<file path="config.mk">
export PLATFORM = sky130hd
export DESIGN_NAME = id_ex_stage
export DESIGN_NICKNAME = d
export VERILOG_FILES = /design/src/rtl/id_ex_stage.sv
export SDC_FILE = /design/constraint.sdc
export NUM_CORES = 1
export LEC_CHECK = 0
export CAP_MARGIN = 25
export CELL_PAD_IN_SITES_DETAIL_PLACEMENT = 1
export CELL_PAD_IN_SITES_GLOBAL_PLACEMENT = 1
export CORE_MARGIN = 4
export CORE_UTILIZATION = 35
export CTS_CLUSTER_SIZE = 30
export DETAILED_ROUTE_END_ITERATION = 6
export HOLD_SLACK_MARGIN = 0.1
export PLACE_DENSITY_LB_ADDON = 0.1
export RECOVER_POWER = 50
export SYNTH_ARGS = -nofsm -noshare
export SYNTH_HDL_FRONTEND = slang
export SYNTH_SLANG_ARGS = --single-unit
export TNS_END_PERCENT = 20
</file>
<file path="constraint.sdc">
create_clock -name clk -period 3.4 [get_ports clk]
set_clock_uncertainty 0.1 [all_clocks]
set_input_delay 1.02 -clock clk [delete_from_list [all_inputs] [get_ports clk]]
set_output_delay 1.02 -clock clk [all_outputs]
set_load 0.005 [all_outputs]
</file>
<file path="src/rtl/id_ex_stage.sv">
// id_ex_stage: ID->EX pipeline boundary feeding the ALU.
// Decoded beats go through a 2-entry skid buffer (main + skid) with valid/ready
// handshakes on both sides. id_ready comes straight from a flop, so there is no
// combinational path from ex_ready. flush kills every held beat.
// Optional feature macro: FORWARD_EN. When it is defined, writeback results are
// forwarded into the operands at capture time. When it is undefined, the wb_*
// inputs are ignored.
module id_ex_stage #(
  parameter int XLEN   = 32,
  parameter int REG_AW = 5,
  parameter int CTRL_W = 3
) (
  input  logic              clk,
  input  logic              nreset,
  input  logic              flush,
  input  logic              id_valid,
  output logic              id_ready,
  input  logic [REG_AW-1:0] id_rs1,
  input  logic [REG_AW-1:0] id_rs2,
  input  logic [XLEN-1:0]   id_rs1_data,
  input  logic [XLEN-1:0]   id_rs2_data,
  input  logic [XLEN-1:0]   id_ImmExt,
  input  logic [CTRL_W-1:0] id_ALUCtrl,
  input  logic              id_ALUSrc,
  input  logic [REG_AW-1:0] id_rd,
  input  logic              id_RegWrite,
  output logic              ex_valid,
  input  logic              ex_ready,
  output logic [XLEN-1:0]   srcA,
  output logic [XLEN-1:0]   srcB_reg,
  output logic [XLEN-1:0]   srcB_ImmExt,
  output logic [CTRL_W-1:0] ALUControl,
  output logic              ALUSrc,
  output logic [REG_AW-1:0] ex_rd,
  output logic              ex_RegWrite,
  input  logic              wb_RegWrite,
  input  logic [REG_AW-1:0] wb_rd,
  input  logic [XLEN-1:0]   wb_Result
);

  typedef struct packed {
    logic [XLEN-1:0]   a;
    logic [XLEN-1:0]   b;
    logic [XLEN-1:0]   imm;
    logic [CTRL_W-1:0] ctrl;
    logic              alusrc;
    logic [REG_AW-1:0] rd;
    logic              regwrite;
  } beat_t;

  beat_t main_q, skid_q, in_beat;
  logic  main_vld, skid_vld;
  logic  accept, pop;

  assign accept = id_valid & ~skid_vld;
  assign pop    = main_vld & ex_ready;

  // Build the incoming beat and apply optional writeback forwarding.
  always_comb begin
    in_beat          = '0;
    in_beat.a        = id_rs1_data;
    in_beat.b        = id_rs2_data;
    in_beat.imm      = id_ImmExt;
    in_beat.ctrl     = id_ALUCtrl;
    in_beat.alusrc   = id_ALUSrc;
    in_beat.rd       = id_rd;
    in_beat.regwrite = id_RegWrite;
`ifdef FORWARD_EN
    if (wb_RegWrite && (wb_rd != '0) && (wb_rd == id_rs1)) in_beat.a = wb_Result;
    if (wb_RegWrite && (wb_rd != '0) && (wb_rd == id_rs2)) in_beat.b = wb_Result;
`endif
  end

`ifndef FORWARD_EN
  // The writeback bus has no effect in this build.
  logic unused_wb;
  assign unused_wb = &{1'b0, wb_RegWrite, wb_rd, wb_Result, id_rs1, id_rs2};
`endif

  // Main/skid state. The skid only ever fills while main is full and stalled.
  // A refill from the skid takes priority over a new beat; the two cannot
  // collide because id_ready is low whenever the skid is occupied.
  always_ff @(posedge clk) begin
    if (!nreset) begin
      main_vld <= 1'b0;
      skid_vld <= 1'b0;
      main_q   <= '0;
      skid_q   <= '0;
    end else if (flush) begin
      main_vld <= 1'b0;
      skid_vld <= 1'b0;
    end else if (pop && skid_vld) begin
      main_q   <= skid_q;
      main_vld <= 1'b1;
      skid_vld <= 1'b0;
    end else if (!main_vld || pop) begin
      main_vld <= accept;
      if (accept) main_q <= in_beat;
    end else if (accept) begin
      skid_q   <= in_beat;
      skid_vld <= 1'b1;
    end
  end

  assign id_ready    = ~skid_vld;
  assign ex_valid    = main_vld;
  assign srcA        = main_q.a;
  assign srcB_reg    = main_q.b;
  assign srcB_ImmExt = main_q.imm;
  assign ALUControl  = main_q.ctrl;
  assign ALUSrc      = main_q.alusrc;
  assign ex_rd       = main_q.rd;
  // A write to x0 never issues, and neither does a write from an invalid beat.
  assign ex_RegWrite = main_q.regwrite & main_vld & (main_q.rd != '0);

endmodule

</file>
Word-level counts from Yosys, hierarchy flattened. Cells that the tools add are included.

Bits in registers: 214. Bits of input ports: 159. Output and inout bits: 108. Word-level logic and storage cells: 41.

Muxes and demuxes: 5. Bitwise operators: 9. Reductions and logical operators: 11.

Operators by type and width (count): $mux W106 (3); $not A1 Y1 (5); $reduce_bool A5 Y1 (1); $and A1 B1 Y1 (4); $reduce_and A4 Y1 (1); $reduce_bool A2 Y1 (2); $reduce_and A3 Y1 (1); $reduce_or A3 Y1 (1); $mux W1 (2); $reduce_and A2 Y1 (1); $reduce_or A2 Y1 (1); $logic_and A1 B1 Y1 (1); $logic_not A1 Y1 (1); $logic_or A1 B1 Y1 (1).

Logic depth before layout (Yosys ltp).
Word-level depth: 5. Depth in mapped cells: 7. Depth with buffers taken out: 4.

Worst setup path after synthesis. OpenSTA, ideal clock, no wires.

Kind: input-to-reg. Start: input port ex_ready. End: register skid_q[100] in the netlist's numbering. Setup time: 0.116 ns. Arrival time: 2.008 ns. Required time: 3.184 ns. Path slack: 1.176 ns. Stages: 6. Buffers on the path: 2. Cell sequence: nor4b_1 > nand2_1 > buf_2 > clkbuf_1 > nand2_1 > a21boi_1.

Longest elaborated chain between the ends: 4.

Ends and longest elaborated chain: from (decl) (RTL line 28) `input logic ex_ready,`; $and A1 B1 Y1 (*) (RTL line 56) `assign pop = main_vld & ex_ready;`; $logic_or A1 B1 Y1 or $logic_and A1 B1 Y1 (tied branches) (RTL line 96, 92); $not A1 Y1 (no line); $reduce_and A4 Y1 (no line) (*); to (signal assigned) (RTL line 100) `skid_q <= in_beat;`; to (decl) (RTL line 51) `beat_t main_q, skid_q, in_beat;`.

Every way passes the cells marked *; elsewhere a longest branch is shown, timed or not. A chain may end at the register's enable or synchronous reset.

Final worst setup path.
Start: register main_q (netlist bit ex_rd[4]). End: output port ex_RegWrite.

Longest elaborated chain between the ends: 2.

Ends and longest elaborated chain: from (decl) (RTL line 51); from (signal assigned) (RTL line 93) `main_q <= skid_q;`; from (signal assigned) (RTL line 98) `if (accept) main_q <= in_beat;`; $reduce_bool A5 Y1 (RTL line 114) `assign ex_RegWrite = main_q.regwrite & main_vld & (main_q.rd != '0);`; $and A1 B1 Y1 (RTL line 114); to (decl) (RTL line 35) `output logic ex_RegWrite,`.

No other way between the ends.

==> summary.md <==
| Metric | Value |
|---|---|
| Status | `complete, no violations` |
| Core box area | `26000 sq um` |
| Mapped Area | `9220 sq um` |
| Number of synthesized flops with an enable pin | `0` |
| Top cells by area, synth | `dfxtp_1 46%, nand2_1 17%, buf_4 9.0%` |
| CTS tree | `done` |
| Area delta synth->final | `28.0%` |
| Startpoint types | `register` |
| Met1 WL | `11700 microns` |
| Syn_area_per_cell | `7.87 sq um` |
| RePlAce Congestion | `0.762` |
| Slowest Stage Delay on Critical Path | `440 ps` |
| Clock-pin slew on the worst setup and hold paths | `60 ps` |
| DR pass1 iterations | `4` |
| CP max-delay cell | `clkdlybuf4s50_1` |
| Longest Clk Path Bufs | `3` |
| Post-CTS Setup Repair Bufs | `0` |
| Final wirelength | `26200 microns` |
| Fmax | `0.327 GHz` |
| Syn Inst Count | `1171` |
| Unrepaired setup endpoints after global routing | `no` |
| Die W | `170 microns` |
| Latest clock arrival within the worst-skew pair | `510 ps` |
| DR WL met2 | `12400 microns` |
| Top cell type's share of synthesized area | `46.5%` |
| Setup tns final | `0 ps` |
| Drt via density | `4.91` |
| Synth Flop Type | `dfxtp_1` |
| Routed WL per cell | `16.4 microns` |
| Worst Max-Slew Pin Slew | `643 ps` |
| Yosys cell types | `24` |
| Number of global-route vias before repair | `8194` |
| CTS Buf Count | `26` |
| Largest net degree at the start of global routing | `75` |
| Share of cells above drive strength 1 | `4.91%` |
| Post-synth top area cell | `dfxtp_1` |
| Slew Limit Headroom | `57.1%` |
| Filler cells | `3079` |
| Final HPWL DP | `16400 microns` |
| Leading cell type in the layout, fill and taps excluded | `nand2_1` |
| Initial Util | `35.5%` |
| Pwr Density | `500 nW/um^2` |
| Ports | `267` |
| Die H | `170 microns` |
| H-tree Lvls | `1` |
| Die area | `29000 sq um` |
| Max Transition Viols Final | `0` |
| CP Cell Sequence | `or3_1, o311a_1, clkdlybuf4s50_1` |
| Total gr overflow | `0` |
| First-pass GRT wire length | `43100 microns` |
| Worst setup EP type | `output port` |
| Largest register FFs | `106` |
| Cts hold-fix bufs | `0` |
| Placed cell area | `11000 sq um` |
| Worst Path Max Fanout | `3` |
| Critical Path AT | `1940 ps` |
| Ys Warns | `0` |
| GRT Total Usage | `17.9%` |
| Min Tclk post-route | `3060 ps` |
| DR top layer | `met4` |
| Asr flop ratio synth | `0%` |
| Via count | `7853` |
| Clock Sink Count | `214` |
| Hold path depth | `2` |
| Final Cycle Share | `90.1%` |
| Share of the yosys chip area belonging to registers | `46.5%` |
| LEAKAGE | `0.00449 uW` |
| Resize count post-CTS | `0` |
| Non-filler cells, final | `1598` |
| Buffers on Ports | `218` |
| Reg2Reg Depth | `5` |
| Reg with most FFs | `skid_q` |
| DRT iter0 DRCs | `396` |
| MaxCap Viol Count | `0` |
| Remaining antenna violation count after routing | `0` |
| Final number of setup-violating endpoints | `0` |
| Final instance area | `11800 sq um` |
| Net Count, Synth | `1330` |
| Met3 wire len | `1660 microns` |
| Setup CP Type | `register to output port` |
| Number of remaining DRC errors | `0` |
| Dpl cells | `1553` |
| Final Hold Viols | `0` |
| Flops & latches, synth | `214` |
| HP Class | `register to register` |
| Initial antenna violation count | `0` |
| CTS Root Cell | `clkbuf_16` |
| Core Rows | `59` |
| Final worst slack | `338 ps` |
| Pre-CTS setup slack | `208 ps` |
| Worst EP required | `2280 ps` |
| Peak supply drop | `0.251 mV` |
| Most frequent cells in the layout | `426 x nand2_1, 214 x dfxtp_1, 115 x clkdlybuf4s50_1` |
| Nets | `1405` |
-- kinds of logic (layout without fill, tap and decap cells) --
| kind of cell | count (synthesis) | in the layout | synth area share (%) |
|---|---|---|---|
| DFF | 214 | 214 | 46.5 |
| and+or+nand+nor | 436 | 436 | 18.0 |
| other | 0 | 1 | 0 |
| buffers and inverters | 198 | 289 | 13.5 |
| AOI/OAI and AO/OA | 323 | 323 | 22.0 |
-- cells in the mapped netlist, types with 2 or more instances --
| cell | n |
|---|---|
| o21ai_0 | 33 |
| buf_6 | 9 |
| a21boi_1 | 40 |
| a21boi_0 | 66 |
| inv_1 | 2 |
| buf_2 | 20 |
| dfxtp_1 | 214 |
| nand2_1 | 427 |
| a31oi_1 | 106 |
| clkbuf_1 | 57 |
| a21oi_1 | 2 |
| o21ai_1 | 74 |
| buf_4 | 110 |
-- worst max-delay path: cells and delay by family, from the launching register on --
family | cells | cell delay, ps
compound gates | 1 | 290
buf+inv | 1 | 440
flops | 1 | 330
simple gates | 1 | 370
-- path summary, 6_finish.rpt --
check,from,to,slack (ps)
min,skid_q[99],skid_q[99],350
min reg2reg,skid_q[99],skid_q[99],350
max reg2reg,ex_valid,srcA[28],880
max,ex_rd[4],ex_RegWrite,340
-- per-stage QoR --
step                hold slack [ps]  util [%]  power [uW]
CTS                             353      45.5        6050
global placement                341      42.3        3350
global route                    375      45.4        6190
finish                          351      45.4        5900
floorplan                       335         -        3060
detailed placement              346      42.3        3350
-- final cells by class --
cell class / count / area, sq um / area share [%]
sequential: 214 / 4280 / 36.3
multi-input combinational: 759 / 3720 / 31.5
timing repair buffer: 243 / 2550 / 21.6
clock buffer: 42 / 782 / 6.63
tap: 335 / 419 / 3.55
clock inverter: 2 / 35.0 / 0.297
inverter: 2 / 7.51 / 0.0636
antenna: 1 / 2.50 / 0.0212
-- where the power goes --
part           internal (uW)  switching, uW
clock network           1630           1030
registers               2610           51.1
logic                    333            250
-- layer usage --
metal | up-vias | track usage [%]
met1 | 3711 | 22.8
met3 | 34 | 4.58
met4 | 0 | 3.72
met5 | - | 0
li1 | 3957 | -
met2 | 151 | 30.9
No activity file was read; power rests on OpenSTA's default activity.
